`src/rtl/uart_dma_pkg.sv`:
```
// Shared constants and state encoding for the UART host DMA engine.
// Command codes, response bytes and status-byte layout live here.
package uart_dma_pkg;

    localparam logic [7:0] CMD_UB_WR    = 8'h01;
    localparam logic [7:0] CMD_WT_WR    = 8'h02;
    localparam logic [7:0] CMD_INSTR_WR = 8'h03;
    localparam logic [7:0] CMD_UB_RD    = 8'h04;
    localparam logic [7:0] CMD_EXEC     = 8'h05;
    localparam logic [7:0] CMD_STATUS   = 8'h06;

    localparam logic [7:0] RSP_ACK = 8'hA5;
    localparam logic [7:0] RSP_NAK = 8'h5A;

    localparam int STB_SYS_BUSY = 0;
    localparam int STB_SYS_DONE = 1;
    localparam int STB_VPU_BUSY = 2;
    localparam int STB_VPU_DONE = 3;
    localparam int STB_UB_BUSY  = 4;
    localparam int STB_UB_DONE  = 5;

    typedef enum logic [3:0] {
        ST_IDLE,
        ST_HDR,
        ST_PAYLOAD,
        ST_CHECK,
        ST_RD_ISSUE,
        ST_RD_WAIT,
        ST_RD_SEND,
        ST_RD_CHK,
        ST_RESP,
        ST_EXEC
    } state_e;

    function automatic logic is_frame_cmd(input logic [7:0] c);
        return (c == CMD_UB_WR) || (c == CMD_WT_WR) ||
               (c == CMD_INSTR_WR) || (c == CMD_UB_RD);
    endfunction

endpackage

```
`src/rtl/dma_word_assembler.sv`:
```
// Packs a byte stream into NBYTES-wide words, first byte in the MSB lane.
// A word (or an MSB-justified partial word on in_last) is strobed one cycle later.
module dma_word_assembler #(
    parameter int NBYTES = 4
) (
    input  logic              clk,
    input  logic              rst,
    input  logic              clr,
    input  logic              in_valid,
    input  logic [7:0]        in_byte,
    input  logic              in_last,
    output logic              word_valid,
    output logic [8*NBYTES-1:0] word_data
);

    localparam int W  = 8 * NBYTES;
    localparam int CW = $clog2(NBYTES + 1);

    logic [W-1:0]  sh_q, sh_d, nxt;
    logic [CW-1:0] cnt_q, cnt_d, pad;
    logic [W-1:0]  wd_q, wd_d;
    logic          wv_q, wv_d;

    always_comb begin
        sh_d  = sh_q;
        cnt_d = cnt_q;
        wd_d  = wd_q;
        wv_d  = 1'b0;
        nxt   = (sh_q << 8) | W'(in_byte);
        pad   = CW'(NBYTES - 1) - cnt_q;
        if (clr) begin
            sh_d  = '0;
            cnt_d = '0;
        end else if (in_valid) begin
            if (cnt_q == CW'(NBYTES - 1) || in_last) begin
                // Low lanes of a short word shift in as zeros.
                wd_d  = nxt << {pad, 3'b000};
                wv_d  = 1'b1;
                sh_d  = '0;
                cnt_d = '0;
            end else begin
                sh_d  = nxt;
                cnt_d = cnt_q + 1'b1;
            end
        end
    end

    always_ff @(posedge clk or posedge rst) begin
        if (rst) begin
            sh_q  <= '0;
            cnt_q <= '0;
            wd_q  <= '0;
            wv_q  <= 1'b0;
        end else begin
            sh_q  <= sh_d;
            cnt_q <= cnt_d;
            wd_q  <= wd_d;
            wv_q  <= wv_d;
        end
    end

    assign word_valid = wv_q;
    assign word_data  = wd_q;

endmodule

```
`src/rtl/uart_dma_engine.sv`:
```
// Framed-command DMA engine between a UART byte stream and TPU memories.
// Handles checksummed writes, exact-length UB readback, EXEC and STATUS.
module uart_dma_engine
    import uart_dma_pkg::*;
#(
    parameter int UB_BYTES       = 32,
    parameter int WT_BYTES       = 8,
    parameter int INSTR_BYTES    = 4,
    parameter int UB_ADDR_W      = 8,
    parameter int WT_ADDR_W      = 10,
    parameter int INSTR_ADDR_W   = 5,
    parameter int RD_LATENCY     = 1,
    parameter int TIMEOUT_CYCLES = 1000000
) (
    input  logic                      clk,
    input  logic                      rst,
    input  logic [7:0]                rx_data,
    input  logic                      rx_valid,
    output logic [7:0]                tx_data,
    output logic                      tx_valid,
    input  logic                      tx_ready,
    output logic                      ub_wr_en,
    output logic [UB_ADDR_W-1:0]      ub_wr_addr,
    output logic [8*UB_BYTES-1:0]     ub_wr_data,
    output logic                      ub_rd_en,
    output logic [UB_ADDR_W-1:0]      ub_rd_addr,
    input  logic [8*UB_BYTES-1:0]     ub_rd_data,
    output logic                      wt_wr_en,
    output logic [WT_ADDR_W-1:0]      wt_wr_addr,
    output logic [8*WT_BYTES-1:0]     wt_wr_data,
    output logic                      instr_wr_en,
    output logic [INSTR_ADDR_W-1:0]   instr_wr_addr,
    output logic [8*INSTR_BYTES-1:0]  instr_wr_data,
    output logic                      start_execution,
    input  logic                      sys_busy,
    input  logic                      sys_done,
    input  logic                      vpu_busy,
    input  logic                      vpu_done,
    input  logic                      ub_busy,
    input  logic                      ub_done,
    output logic [3:0]                debug_state,
    output logic [7:0]                err_count
);

    localparam int UBW = 8 * UB_BYTES;
    localparam int TW  = $clog2(TIMEOUT_CYCLES + 1);
    localparam int WW  = $clog2(RD_LATENCY + 1);
    localparam int BW  = $clog2(UB_BYTES + 1);

    state_e        state_q, state_d;
    logic [7:0]    cmd_q, cmd_d;
    logic [1:0]    hdr_cnt_q, hdr_cnt_d;
    logic [15:0]   addr_q, addr_d;
    logic [15:0]   len_q, len_d;
    logic [15:0]   rem_q, rem_d;
    logic [7:0]    chk_q, chk_d;
    logic [TW-1:0] tmo_q, tmo_d;
    logic [7:0]    tx_data_q, tx_data_d;
    logic          tx_valid_q, tx_valid_d;
    logic [UBW-1:0] rd_buf_q, rd_buf_d;
    logic [7:0]    rd_xor_q, rd_xor_d;
    logic [BW-1:0] bidx_q, bidx_d;
    logic [WW-1:0] wcnt_q, wcnt_d;
    logic          start_q, start_d;
    logic [7:0]    err_q, err_d;

    logic          pay_valid, pay_last, asm_clr, any_wr, tx_acc, tmo_hit;
    logic          resp_load, resp_nak;
    logic [7:0]    resp_byte, status;
    logic [15:0]   hdr_len;

    assign asm_clr  = (state_q == ST_IDLE);
    assign pay_last = (rem_q == 16'd1);
    assign any_wr   = ub_wr_en | wt_wr_en | instr_wr_en;
    assign tx_acc   = tx_valid_q & tx_ready;
    assign tmo_hit  = (tmo_q == TW'(TIMEOUT_CYCLES - 1));
    assign hdr_len  = {len_q[15:8], rx_data};

    always_comb begin
        status = '0;
        status[STB_SYS_BUSY] = sys_busy;
        status[STB_SYS_DONE] = sys_done;
        status[STB_VPU_BUSY] = vpu_busy;
        status[STB_VPU_DONE] = vpu_done;
        status[STB_UB_BUSY]  = ub_busy;
        status[STB_UB_DONE]  = ub_done;
    end

    always_comb begin
        state_d    = state_q;
        cmd_d      = cmd_q;
        hdr_cnt_d  = hdr_cnt_q;
        addr_d     = any_wr ? addr_q + 16'd1 : addr_q;
        len_d      = len_q;
        rem_d      = rem_q;
        chk_d      = chk_q;
        tmo_d      = tmo_q;
        tx_data_d  = tx_data_q;
        tx_valid_d = tx_valid_q;
        rd_buf_d   = rd_buf_q;
        rd_xor_d   = rd_xor_q;
        bidx_d     = bidx_q;
        wcnt_d     = wcnt_q;
        start_d    = 1'b0;
        pay_valid  = 1'b0;
        resp_load  = 1'b0;
        resp_nak   = 1'b0;
        resp_byte  = RSP_ACK;
        unique case (state_q)
            ST_IDLE: begin
                if (rx_valid) begin
                    if (is_frame_cmd(rx_data)) begin
                        cmd_d     = rx_data;
                        chk_d     = rx_data;
                        hdr_cnt_d = '0;
                        tmo_d     = '0;
                        state_d   = ST_HDR;
                    end else if (rx_data == CMD_EXEC) begin
                        state_d = ST_EXEC;
                    end else if (rx_data == CMD_STATUS) begin
                        resp_load = 1'b1;
                        resp_byte = status;
                    end
                end
            end
            ST_HDR: begin
                if (rx_valid) begin
                    chk_d     = chk_q ^ rx_data;
                    tmo_d     = '0;
                    hdr_cnt_d = hdr_cnt_q + 2'd1;
                    case (hdr_cnt_q)
                        2'd0: addr_d[15:8] = rx_data;
                        2'd1: addr_d[7:0]  = rx_data;
                        2'd2: len_d[15:8]  = rx_data;
                        default: begin
                            len_d[7:0] = rx_data;
                            rem_d      = hdr_len;
                            if (cmd_q != CMD_UB_RD && hdr_len != 16'd0)
                                state_d = ST_PAYLOAD;
                            else
                                state_d = ST_CHECK;
                        end
                    endcase
                end else if (tmo_hit) begin
                    resp_load = 1'b1;
                    resp_nak  = 1'b1;
                end else begin
                    tmo_d = tmo_q + 1'b1;
                end
            end
            ST_PAYLOAD: begin
                if (rx_valid) begin
                    chk_d     = chk_q ^ rx_data;
                    tmo_d     = '0;
                    pay_valid = 1'b1;
                    rem_d     = rem_q - 16'd1;
                    if (pay_last)
                        state_d = ST_CHECK;
                end else if (tmo_hit) begin
                    resp_load = 1'b1;
                    resp_nak  = 1'b1;
                end else begin
                    tmo_d = tmo_q + 1'b1;
                end
            end
            ST_CHECK: begin
                if (rx_valid) begin
                    if (rx_data == chk_q && cmd_q == CMD_UB_RD) begin
                        rem_d    = len_q;
                        rd_xor_d = '0;
                        state_d  = (len_q == 16'd0) ? ST_RD_CHK
                                                    : ST_RD_ISSUE;
                    end else begin
                        resp_load = 1'b1;
                        resp_nak  = (rx_data != chk_q);
                    end
                end else if (tmo_hit) begin
                    resp_load = 1'b1;
                    resp_nak  = 1'b1;
                end else begin
                    tmo_d = tmo_q + 1'b1;
                end
            end
            ST_RD_ISSUE: begin
                wcnt_d  = WW'(RD_LATENCY - 1);
                state_d = ST_RD_WAIT;
            end
            ST_RD_WAIT: begin
                if (wcnt_q == '0) begin
                    tx_data_d  = ub_rd_data[7:0];
                    tx_valid_d = 1'b1;
                    rd_buf_d   = ub_rd_data >> 8;
                    bidx_d     = '0;
                    state_d    = ST_RD_SEND;
                end else begin
                    wcnt_d = wcnt_q - 1'b1;
                end
            end
            ST_RD_SEND: begin
                if (tx_acc) begin
                    rd_xor_d = rd_xor_q ^ tx_data_q;
                    rem_d    = rem_q - 16'd1;
                    bidx_d   = bidx_q + 1'b1;
                    if (pay_last) begin
                        tx_valid_d = 1'b0;
                        state_d    = ST_RD_CHK;
                    end else if (bidx_q == BW'(UB_BYTES - 1)) begin
                        tx_valid_d = 1'b0;
                        addr_d     = addr_q + 16'd1;
                        state_d    = ST_RD_ISSUE;
                    end else begin
                        tx_data_d = rd_buf_q[7:0];
                        rd_buf_d  = rd_buf_q >> 8;
                    end
                end
            end
            ST_RD_CHK: begin
                resp_load = 1'b1;
                resp_byte = rd_xor_q;
            end
            ST_RESP: begin
                if (tx_acc) begin
                    tx_valid_d = 1'b0;
                    state_d    = ST_IDLE;
                end
            end
            ST_EXEC: begin
                resp_load = 1'b1;
                resp_nak  = sys_busy;
                start_d   = !sys_busy;
            end
            default: state_d = ST_IDLE;
        endcase
        if (resp_load) begin
            tx_data_d  = resp_nak ? RSP_NAK : resp_byte;
            tx_valid_d = 1'b1;
            state_d    = ST_RESP;
        end
        err_d = (resp_load && resp_nak && err_q != 8'hFF) ? err_q + 8'd1 : err_q;
    end

    always_ff @(posedge clk or posedge rst) begin
        if (rst) begin
            state_q    <= ST_IDLE;
            cmd_q      <= '0;
            hdr_cnt_q  <= '0;
            addr_q     <= '0;
            len_q      <= '0;
            rem_q      <= '0;
            chk_q      <= '0;
            tmo_q      <= '0;
            tx_data_q  <= '0;
            tx_valid_q <= 1'b0;
            rd_buf_q   <= '0;
            rd_xor_q   <= '0;
            bidx_q     <= '0;
            wcnt_q     <= '0;
            start_q    <= 1'b0;
            err_q      <= '0;
        end else begin
            state_q    <= state_d;
            cmd_q      <= cmd_d;
            hdr_cnt_q  <= hdr_cnt_d;
            addr_q     <= addr_d;
            len_q      <= len_d;
            rem_q      <= rem_d;
            chk_q      <= chk_d;
            tmo_q      <= tmo_d;
            tx_data_q  <= tx_data_d;
            tx_valid_q <= tx_valid_d;
            rd_buf_q   <= rd_buf_d;
            rd_xor_q   <= rd_xor_d;
            bidx_q     <= bidx_d;
            wcnt_q     <= wcnt_d;
            start_q    <= start_d;
            err_q      <= err_d;
        end
    end

    dma_word_assembler #(.NBYTES(UB_BYTES)) u_ub_asm (
        .clk(clk), .rst(rst), .clr(asm_clr),
        .in_valid(pay_valid && cmd_q == CMD_UB_WR),
        .in_byte(rx_data), .in_last(pay_last),
        .word_valid(ub_wr_en), .word_data(ub_wr_data)
    );

    dma_word_assembler #(.NBYTES(WT_BYTES)) u_wt_asm (
        .clk(clk), .rst(rst), .clr(asm_clr),
        .in_valid(pay_valid && cmd_q == CMD_WT_WR),
        .in_byte(rx_data), .in_last(pay_last),
        .word_valid(wt_wr_en), .word_data(wt_wr_data)
    );

    dma_word_assembler #(.NBYTES(INSTR_BYTES)) u_in_asm (
        .clk(clk), .rst(rst), .clr(asm_clr),
        .in_valid(pay_valid && cmd_q == CMD_INSTR_WR),
        .in_byte(rx_data), .in_last(pay_last),
        .word_valid(instr_wr_en), .word_data(instr_wr_data)
    );

    assign ub_wr_addr      = addr_q[UB_ADDR_W-1:0];
    assign wt_wr_addr      = addr_q[WT_ADDR_W-1:0];
    assign instr_wr_addr   = addr_q[INSTR_ADDR_W-1:0];
    assign ub_rd_en        = (state_q == ST_RD_ISSUE);
    assign ub_rd_addr      = addr_q[UB_ADDR_W-1:0];
    assign tx_data         = tx_data_q;
    assign tx_valid        = tx_valid_q;
    assign start_execution = start_q;
    assign debug_state     = state_q;
    assign err_count       = err_q;

endmodule

```
`config.mk`:
```
export PLATFORM = sky130hd
export DESIGN_NAME = uart_dma_engine
export DESIGN_NICKNAME = d
export VERILOG_FILES = /design/src/rtl/uart_dma_pkg.sv /design/src/rtl/dma_word_assembler.sv /design/src/rtl/uart_dma_engine.sv
export SDC_FILE = /design/constraint.sdc
export NUM_CORES = 2
export LEC_CHECK = 0
export ABC_CLOCK_PERIOD_IN_PS = 66300
export CAP_MARGIN = 20
export CORE_MARGIN = 2
export CORE_UTILIZATION = 53
export CTS_CLUSTER_SIZE = 30
export DETAILED_ROUTE_END_ITERATION = 6
export PLACE_DENSITY = 0.76
export SYNTH_ARGS = -nofsm -noshare
export SYNTH_HDL_FRONTEND = slang
export SYNTH_SLANG_ARGS = --single-unit
```
`constraint.sdc`:
```
create_clock -name clk -period 66.3 [get_ports clk]
set_clock_uncertainty 0.15 [all_clocks]
set_input_delay 13.26 -clock clk [delete_from_list [all_inputs] [get_ports clk]]
set_output_delay 13.26 -clock clk [all_outputs]
set_load 0.01 [all_outputs]
```
==> reports/qor.txt <==
R2R cell count: 8
Clk slew on worst S/H paths: 0.06 ns
RSZ-0062 raised after global routing: no
Relative slew slack: 0.07530%
Clk_lat worst skew: 0.75 ns
First drt pass iteration count: 7
First-pass GRT wire length: 328.1 mm
Simple-gate area share of the yosys netlist: 11.03%
Root buffer cell: clkbuf_16
Adder-cell share of the synthesized area: 0.2799%
Post-synthesis cell area: 58,110 um2
Largest net degree at the start of global routing: 261
Vias in the first global route: 48.48k
Pins over their slew limit: 0
CTS HTree Levels: 3
Largest family of logic cells by synthesized area: compound AO/OA/AOI/OAI gates
Final hold vios: 0
FFs w/ async S/R, synth: 100.0%
Die area: 112,300 um2
Die W: 335.1 um
Synth-to-layout area growth: 19.86%
TritonCTS Sinks: 1,060
CTS resizes: 0
CTS Buf Count: 113
Net Count, Synth: 6,047
Sequential-to-total area share from yosys stat: 45.65%
Starting density of the core: 53.38%
Final Cycle Share: 26.87%
Mean number of vias per cell: 6.675
Post-synthesis cell count: 5,760
Post-DP HPWL: 159.8 mm
Cell area power density: 24.06 nW/um2
Vias post-DR: 51.09k
Yosys reg bits: 1,060
Die height: 335.1 um
Worst path max stage delay: 0.92 ns
Overall power: 0.001676 W
# rows: 121
Core Region: 108,900 um2
Synth warn: 0
Violated checks: design-rule violations, max-capacitance violations
Number of antenna-violating nets in the routed design: 0
Fillers: 8,680
EDFF count, synth: 0
Leak: 28.59 nW
Gpl congestion: 1.053
Port-buffer cells: 682
I/O pin total: 683
DR WL/cell: 29.34 um
Post-synthesis compound-gate area fraction: 19.50%
Crit-path cells: clkdlybuf4s50_1, buf_4, or3b_2, nor4_2, nand2_1, nor2_4, buf_4, buf_4, buf_4, a22o_1
Fmax: 56.13 MHz
Ratio of cells with drive above 1 in the final layout: 12.29%
Hold-fix buffers, CTS: 0
Synth cell types: 87
Initial DRC Count: 7,068
Nets@finish: 6,422
Max Cap Viol: 1
Crit path time final: 17.82 ns
CP max-delay cell: buf_4
Worst hold path stage count: 2
Post-synthesis xor/xnor area fraction: 0.5879%
Setup total negative slack: 0 ns
Max IR drop VDD: 0.03974 mV
Data arrival, critical path: 18.33 ns
Hold Crit Class: flop to flop
Max clock buf depth: 3
Critical Path End Type: flop
Drt total wl: 224.6 mm
CTS tree: done
Status: finished with violations
Final setup viols: 0
Worst path required time: 66.82 ns
Critical Path Fanout Max: 102
Least-Margin Pin Slew: 1.483 ns
Critical path launch point type: input pin
# Post-CTS Setup Buffers: 0
Mux share of post-synthesis cell area: 18.93%
Initial antenna violation count: 22
DRC Markers: 2
Crit path kind: input pin to flop
Total grt overflow: 0
CP most frequent cell: buf_4
Post-synthesis average cell area: 10.09 um2
Most used DFF post-synth: dfrtp_1
Total GRT Usage: 39.27%
## through the flow
| step | util (%) | hold WS [ns] | worst slack (ns) | area (um2) | cells |
|---|---|---|---|---|---|
| 6_report | 63.98 | 0.3159 | 48.48 | 69640 | 7654 |
| 5_1_grt | 63.96 | 0.3370 | 48.31 | 69630 | 7647 |
| 4_1_cts | 63.84 | 0.3191 | 48.70 | 69500 | 7639 |
| 3_5_place_dp | 60.15 | 0.3055 | 47.95 | 65470 | 7426 |
| 3_3_place_gp | 60.13 | 0.2973 | 48.06 | 65450 | 7424 |
| 2_1_floorplan | - | 0.2885 | 23.05 | 58110 | 5760 |
## worst paths after layout
| kind | from | endpoint | slack (ns) |
|---|---|---|---|
| worst max-delay path | rx_valid | u_ub_asm.sh_q[224]$_DFFE_PP0P_ | 48.48 |
| worst min-delay path | u_wt_asm.word_data[7]$_DFFE_PP0P_ | u_wt_asm.word_data[7]$_DFFE_PP0P_ | 0.32 |
| worst max register to register | debug_state[2]$_DFFE_PP0P_ | u_ub_asm.sh_q[224]$_DFFE_PP0P_ | 61.02 |
| worst min register to register | u_wt_asm.word_data[7]$_DFFE_PP0P_ | u_wt_asm.word_data[7]$_DFFE_PP0P_ | 0.32 |
| max in group asynchronous | rst | len_q[4]$_DFFE_PP0P_ | 50.17 |
| min in group asynchronous | rst | rd_buf_q[22]$_DFFE_PP0P_ | 12.88 |
## routing by layer
metal	track usage (%)	share of wire [%]	vias to the layer above
li1	-	-	21920
met1	48.68	36	25110
met2	56.29	42	3251
met3	15.17	13	787
met4	27.52	8.7	22
met5	0	0.066	-
## sequential cells by signal, indices dropped and copies added, names as in the netlist, 6 cells and up
| signal | flops |
|---|---|
| u_ub_asm.sh_q | 248 |
| u_in_asm.word_data | 32 |
| u_wt_asm.sh_q | 56 |
| rd_xor_q | 8 |
| rd_buf_q | 248 |
| u_in_asm.sh_q | 24 |
| cmd_q | 8 |
| tmo_q | 20 |
| u_ub_asm.cnt_q | 6 |
| rem_q | 16 |
| u_ub_asm.word_data | 256 |
| len_q | 16 |
| addr_q | 10 |
| chk_q | 8 |
| bidx_q | 6 |
| u_wt_asm.word_data | 64 |
| err_count | 8 |
| tx_data | 8 |
## synth_stat cells, drive strengths merged, types with 17 or more instances
cell type  number  share of area, %
buf           197               1.7
nor3           64              0.58
nor4           28              0.32
and2           36              0.39
a31oi          25              0.27
a22oi          97               1.3
o21ai         615               5.3
xnor2          23              0.35
nand2b         17              0.18
nand2         886               5.7
inv            22              0.14
a211oi         18              0.23
o22ai          84              0.90
a21oi         194               1.7
mux4          139               5.4
nor2          268               1.7
mux2i         507               8.7
mux2          248               4.8
a21o           57              0.74
nand3          83              0.71
a22o          390               5.9
nor2b          34              0.37
dfrtp        1060                46
o221ai         19              0.29
clkbuf        340               2.2
o211ai         37              0.48
a221oi         30              0.46
## cell type report
type	instances	area (um2)	area share, %
diodes	7	17.52	0.02515
clock buffers	165	3396	4.876
clock inverters	48	626.9	0.9001
inverters	23	93.84	0.1347
multi-input cells	4140	29360	42.15
flip-flops and latches	1060	26550	38.12
well taps	1414	1769	2.540
repair buffers	797	7835	11.25
## critical path: cells and delay by family
kind	cells	cell delay [ns]
simple gates	4	1.46
compound gates	1	0.25
buf+inv	5	3.09
## power by group
| group | internal (W) | switching [W] |
|---|---|---|
| clock network | 0.000402 | 0.000283 |
| registers | 0.000676 | 0.0000404 |
| logic | 0.000106 | 0.000168 |
| total | 0.00118 | 0.000491 |
## logic make-up (layout without fill, tap and decap cells)
group,Yosys count,after routing
XOR/XNOR,39,39
multiplexers,894,894
flip-flops,1060,1060
other,0,7
buffers and inverters,560,1033
AO/OA/AOI/OAI,1696,1696
adder cells (fa/ha/maj),13,13
AND/OR/NAND/NOR,1498,1498
## cell usage in the layout, fill, tap and decap left out, drive strengths merged, types with 97 or more instances in the layout
cell,instances
mux2,248
nor2,268
o21ai,615
clkdlybuf4s50,681
nand2,886
dfrtp,1060
mux4,139
a21oi,194
buf,114
a22o,390
a22oi,97
mux2i,507
clkbuf,167
(Power assumes the default switching activity.)
